`src/rtl/control_sequencer.sv`:
```
// Instruction control sequencer: fetch / execute / memory-wait / halt.
// Gates the format decoder's raw enables and tracks retired instructions.
module control_sequencer #(
  parameter int MEM_TIMEOUT = 15,
  parameter int CNT_W       = 16
) (
  input  logic             clock,
  input  logic             reset,
  input  logic [31:0]      instr_in,
  input  logic             instr_valid,
  input  logic             ram_ready,
  input  logic             dec_reg_w,
  input  logic             dec_ram_w,
  input  logic             dec_status_load,
  input  logic             dec_mem_access,
  input  logic [1:0]       dec_ns,
  output logic [1:0]       state,
  output logic [31:0]      ir,
  output logic             fetch_req,
  output logic             reg_w_en,
  output logic             ram_w_en,
  output logic             status_load_en,
  output logic             pc_advance,
  output logic             bus_error,
  output logic [CNT_W-1:0] retired_count
);

  typedef enum logic [1:0] {
    FETCH = 2'b00,
    EXEC  = 2'b01,
    MEM   = 2'b10,
    HALT  = 2'b11
  } state_t;

  localparam logic [7:0] TIMEOUT_LAST = 8'(MEM_TIMEOUT - 1);

  state_t     state_q, state_d;
  logic [7:0] timer_q, timer_d;
  logic       load_ir, retire, set_err;

  assign state = state_q;

  always_ff @(posedge clock or negedge reset) begin
    if (!reset) begin
      state_q       <= FETCH;
      timer_q       <= '0;
      ir            <= '0;
      bus_error     <= 1'b0;
      retired_count <= '0;
    end else begin
      state_q <= state_d;
      timer_q <= timer_d;
      if (load_ir) ir <= instr_in;
      if (set_err) bus_error <= 1'b1;
      if (retire)  retired_count <= retired_count + 1'b1;
    end
  end

  always_comb begin
    state_d        = state_q;
    timer_d        = timer_q;
    load_ir        = 1'b0;
    retire         = 1'b0;
    set_err        = 1'b0;
    fetch_req      = 1'b0;
    reg_w_en       = 1'b0;
    ram_w_en       = 1'b0;
    status_load_en = 1'b0;
    pc_advance     = 1'b0;
    case (state_q)
      FETCH: begin
        fetch_req = 1'b1;
        if (instr_valid) begin
          load_ir = 1'b1;
          state_d = EXEC;
        end
      end
      EXEC: begin
        // Halt opcode takes priority over whatever the decoder requests.
        if (ir[31:21] == 11'h7FF) begin
          state_d = HALT;
        end else if (dec_mem_access) begin
          timer_d = '0;
          state_d = MEM;
        end else begin
          reg_w_en       = dec_reg_w;
          status_load_en = dec_status_load;
          if (dec_ns != 2'b01) begin
            pc_advance = 1'b1;
            retire     = 1'b1;
            state_d    = FETCH;
          end
        end
      end
      MEM: begin
        ram_w_en = dec_ram_w;
        // A ready on the final allowed cycle still completes normally.
        if (ram_ready) begin
          reg_w_en   = dec_reg_w;
          pc_advance = 1'b1;
          retire     = 1'b1;
          state_d    = FETCH;
        end else begin
          timer_d = timer_q + 8'd1;
          if (timer_q == TIMEOUT_LAST) begin
            set_err = 1'b1;
            state_d = HALT;
          end
        end
      end
      HALT: begin
        state_d = HALT;
      end
      default: begin
        state_d = FETCH;
      end
    endcase
  end

endmodule

```
`config.mk`:
```
export PLATFORM = sky130hd
export DESIGN_NAME = control_sequencer
export DESIGN_NICKNAME = d
export VERILOG_FILES = /design/src/rtl/control_sequencer.sv
export SDC_FILE = /design/constraint.sdc
export NUM_CORES = 1
export LEC_CHECK = 0
export CAP_MARGIN = 10
export CELL_PAD_IN_SITES_DETAIL_PLACEMENT = 1
export CELL_PAD_IN_SITES_GLOBAL_PLACEMENT = 2
export CORE_ASPECT_RATIO = 0.6
export CORE_MARGIN = 1.5
export CORE_UTILIZATION = 28
export DETAILED_ROUTE_END_ITERATION = 8
export MAX_ROUTING_LAYER = met4
export PLACE_DENSITY = 0.79
export SYNTH_ARGS = -nofsm -noshare
export SYNTH_HDL_FRONTEND = slang
export SYNTH_SLANG_ARGS = --single-unit
```
`constraint.sdc`:
```
create_clock -name clock -period 2.05 [get_ports clock]
set_input_delay 0.41 -clock clock [delete_from_list [all_inputs] [get_ports clock]]
set_output_delay 0.41 -clock clock [all_outputs]
set_load 0.01 [all_outputs]
```
* After elaboration in Yosys (flattened, before gate mapping)
Index checks and enable logic that the tools add are counted.
Cells by class: add/sub/neg operators 2, multipliers 0, divide/modulo/power cells 0, order comparisons 0, equal/unequal tests 12, shift-type cells 0, muxes and demuxes 30, bitwise gates (word level) 0, reductions and logical operators 4
Operator list (count):
- 8-bit two-way mux | 3
- 1-bit two-way mux | 17
- 16-bit by 1-bit adder with 16-bit output, second input constant | 1
- 8-bit one-hot mux with 2 select lines | 1
- 2-bit two-way mux | 6
- 11-bit equality test, second input constant | 1
- 8-bit by 1-bit adder with 8-bit output, second input constant | 1
- 8-bit by 4-bit equality test with 1-bit output, second input constant | 1
- 2-bit inequality test, second input constant | 4
- 2-bit one-hot mux with 4 select lines | 1
- 2-bit equality test, second input constant | 2
- 4-bit inequality test, second input constant | 1
- 1-bit one-hot mux with 2 select lines | 2
- 4-bit AND reduction | 1
- 3-bit inequality test, second input constant | 1
- 3-bit AND reduction | 1
- 2-bit by 1-bit equality test with 1-bit output, second input constant | 1
- 2-bit logical NOT | 1
- 2-bit by 1-bit inequality test with 1-bit output, second input constant | 1
- 2-bit nonzero test | 1
Storage, ports and cells: register bits after elaboration 59, latch bits 0, RAM bits 0, memory bits (read-only) 0, bits of input ports 42, output and inout port bits 56, memories 0

* Depth between registers and ports, before layout
depth in word-level cells 5, depth in mapped cells 8, mapped depth without buffers 7

* Least setup slack after synthesis
OpenSTA, ideal clock, no wires.
kind register to output, start register state_q[0], in the netlist state[0], end output port pc_advance, arrival time 1.519 ns, required time 1.640 ns, path slack 0.121 ns, cell stages (with the launch flop) 8, cells stage by stage dfrtp_1 inv_1 ha_1 and2_0 buf_2 a31oi_4 nand2b_2 inv_1
On the way: word-level cells in the longest chain between the ends 2, elaborated cells between the ends (all ways) 3, those cells by class 2 x eq/ne; 1 x mux
RTL lines:
- start, declared | line 37 | state_t state_q, state_d;
- start signal, assigned | line 51 | state_q <= state_d;
- 2-bit equality test / 2-bit by 1-bit equality test with 1-bit output (equally long branches) | line 70 | case (state_q)
- 1-bit one-hot mux with 2 select lines * | line 70
- end, declared | line 23 | output logic pc_advance,
Mark *: on every way between the ends. The rest lies on a longest branch, timed or not.

* Worst setup path after layout
start input port dec_mem_access, end output port pc_advance
On the way: word-level cells in the longest chain between the ends 3
RTL lines:
- start, declared | line 15 | input logic dec_mem_access,
- 1-bit two-way mux | line 82 | end else if (dec_mem_access) begin
- 1-bit two-way mux | line 80 | if (ir[31:21] == 11'h7FF) begin
- 1-bit one-hot mux with 2 select lines | line 70
No other way between the ends.

==> summary.txt <==
Status - finished with violations
Failing checks - negative setup slack
Arr. time, crit path - 1760 ps
Hold WC Path Type - flip-flop to flip-flop
Layout cells sized above 1 - 29.33%
Worst r2r dst - retired_count[13]$_DFFE_PN0P_
Post-DRT Antenna Nets - 0
Fraction of registers with async set/reset - 100.0%
TNS Setup - -169.7 ps
Root Driver - clkbuf_16
Combinational share of power - 46.1%
Cell area after synthesis - 2738 um2
Die Span Y - 79.59 um
# DRC - 0
CP Depth - 6
Final WS setup - -115.6 ps
Slew headroom - 69.69%
First drt pass iteration count - 4
GRT Total Usage - 17.41%
CTS tree - done
Io pins - 98
Chip width - 130.7 um
Num rows - 27
Pwr Density - 1305 nW/um2
GPL Wtd Cong - 0.7810
Diode count - 0
Mean Syn Cell Area - 12.22 um2
Distinct cells, synth - 43
Number of global-route vias before repair - 2505
Slowest stage delay, CP - 550 ps
Seq cells post-synth - 59
Crit path to - pc_advance
Synth Flop Type - dfrtp_1
Total grt overflow - 0
Final net count - 420
CP max FO - 4
Largest net degree at the start of global routing - 34
Syn Nets - 273
Worst Hold Depth - 1
Clock Pin Slew Worst Setup and Hold Paths - 50 ps
Final setup violation count - 3
CP delay by family, top - buffers and inverters
Startpoint Class - input port
Sequential area share after synthesis - 53.93%
Die area - 10400 um2
H-Tree Depth - 3
Synth top area cells - dfrtp_1 54%, mux2_2 13%, ha_1 3.2%
Area grow syn2layout - 64.85%
Most common cell in the netlist - dfrtp_1
Clk Latency, worst-skew pair - 330 ps
Clock sinks - 59
Synth top cells by count - 59 x dfrtp_1, 32 x mux2_2, 12 x nand2_1
Vias/cell - 4.620
Synth warn - 0
Final Critical Period - 2166 ps
Max Root-Sink Buffers - 2
Vias - 2333
R2R Setup Slk - 110 ps
RSZ-0062 raised after global routing - yes
CTS Buf Count - 9
Switch share - 31.70%
Psw - 0.001867 W
R2R depth - 10
Critical path launch point - dec_mem_access
Skew final - 6.895 ps
Max Slew Vio Count - 0
Crit path kind - input port to primary output
P_leak - 1.940 nW
Yosys top cell area share - 53.93%
Worst-path cell chain - clkdlybuf4s50_1, and2b_2, a31oi_4, nand2b_4, inv_2, buf_6
Max Clk Rate - 461.8 MHz
Slowest library cell on the worst path - clkdlybuf4s50_1
First-pass GRT wire length - 13180 um
Cells after DPL - 481
Non-filler cells in the finished layout - 505
Worst EP required - 1640 ps
VDD IR-drop max - 0.5139 mV
Initial core utilization - 29.36%
HPWL after DPL - 5761 um
Measured slew at the worst slew-check pin - 451.1 ps
Routed WL - 8164 um
Initial antenna violation count - 0
Critical R2R Launch - state[1]$_DFFE_PN0P_
Post-synth EDFFs - 0
Clk pwr share - 22.7%
Starting DRT DRC Count - 92
Post-Synthesis Cells - 224
DR WL/cell - 16.17 um
Final Hold Fails - 0
Total Power - 0.005890 W
Design internal power - 0.004023 W
Reg power frac - 31.2%
Core outline area - 9324 um2
Cell taking the most area after synthesis - dfrtp_1
Final period util - 105.6%
Crit. End Element - primary output
I/O Buffers - 97
MaxCap Viol Count - 0
Buf/Inv on CP - 3
[worst register-to-register path: stages (launching register included)]
cell and delay, ps:
dfrtp_2 440, inv_2 90, ha_4 130, and2b_2 180, buf_6 120, buf_4 100
a21oi_2 60, nor4_4 270, buf_6 170, nand4_1 120, xnor2_1 150
[flip-flops by register name, indices dropped and copies added (netlist names)]
register,count
ir,32
retired_count,16
state,2
timer_q,8
bus_error,1
[area by class of cell]
class | instances | area, um2
Clock buffer | 12 | 246.5
Tap cell | 130 | 162.7
Sequential cell | 59 | 1478
Multi-Input combinational cell | 154 | 1271
Clock inverter | 3 | 15.01
Timing Repair Buffer | 140 | 1314
Inverter | 7 | 26.28
Fill cell | 1028 | 4811
[layout by cell type, fill, tap and decap left out, types with 7 or more instances in the layout]
| master | n |
|---|---|
| xnor2_1 | 10 |
| o21ai_0 | 8 |
| nand4_1 | 9 |
| clkbuf_16 | 9 |
| nand3_1 | 9 |
| buf_6 | 7 |
| dfrtp_1 | 58 |
| clkdlybuf4s50_1 | 91 |
| buf_4 | 36 |
| nand2_1 | 12 |
| mux2_2 | 32 |
[layer usage]
layer | vias up | track usage, % | routed length (um)
li1 | 1105 | - | -
met5 | - | - | 0
met2 | 68 | 25.32 | 3571
met4 | 0 | 4.725 | 45
met1 | 1155 | 23.36 | 4098
met3 | 5 | 5.630 | 448
[power by group through the flow]
stage               Combinational [W]  Sequential (W)  Clock (W)
finish                        0.00271         0.00184    0.00134
detailed placement            0.00257         0.00184          0
CTS                           0.00270         0.00183    0.00138
global route                  0.00292         0.00190    0.00145
floorplan                    0.000857         0.00202          0
global placement              0.00253         0.00182          0
[how the worst min path moves through the flow]
stage | start | slack (ps) | to
floorplan | reset | 110 | bus_error$_DFFE_PN0P_
global placement | reset | 290 | ir[18]$_DFFE_PN0P_
detailed placement | reset | 300 | ir[18]$_DFFE_PN0P_
CTS | timer_q[7]$_DFFE_PN0P_ | 480 | timer_q[7]$_DFFE_PN0P_
global route | timer_q[7]$_DFFE_PN0P_ | 490 | timer_q[7]$_DFFE_PN0P_
finish | timer_q[7]$_DFFE_PN0P_ | 480 | timer_q[7]$_DFFE_PN0P_
[cells by family after synthesis]
family	Yosys count	synth area share (%)
simple gates	72	15.91
flops	59	53.93
mux	33	13.57
compound gates	27	7.039
xor+xnor	15	4.799
buf+inv	11	1.554
fa+ha+maj	7	3.199
[stage by stage]
| step | hold slack, ps | cell area [um2] | setup slack, ps | utilization, % |
|---|---|---|---|---|
| after detailed placement | 301.8 | 4118 | -425.6 | 44.16 |
| final | 480.9 | 4513 | -115.6 | 48.40 |
| after floorplan | 114.4 | 2738 | 120.6 | - |
| after CTS | 479.6 | 4474 | -110.5 | 47.99 |
| after global placement | 292.5 | 4118 | -433.7 | 44.16 |
| after global routing | 491.2 | 4513 | -171.8 | 48.40 |
[timing repair]
action | CTS | global route
pin swaps | 6 | 4
setup buffers | 6 | 2
endpoints found under the setup margin | 6 | 14
hold buffers | 1 | 0
endpoints found under the hold margin | 8 | 0
gates resized for setup | 29 | 10
Note: power is estimated with default switching activity, not from simulation.
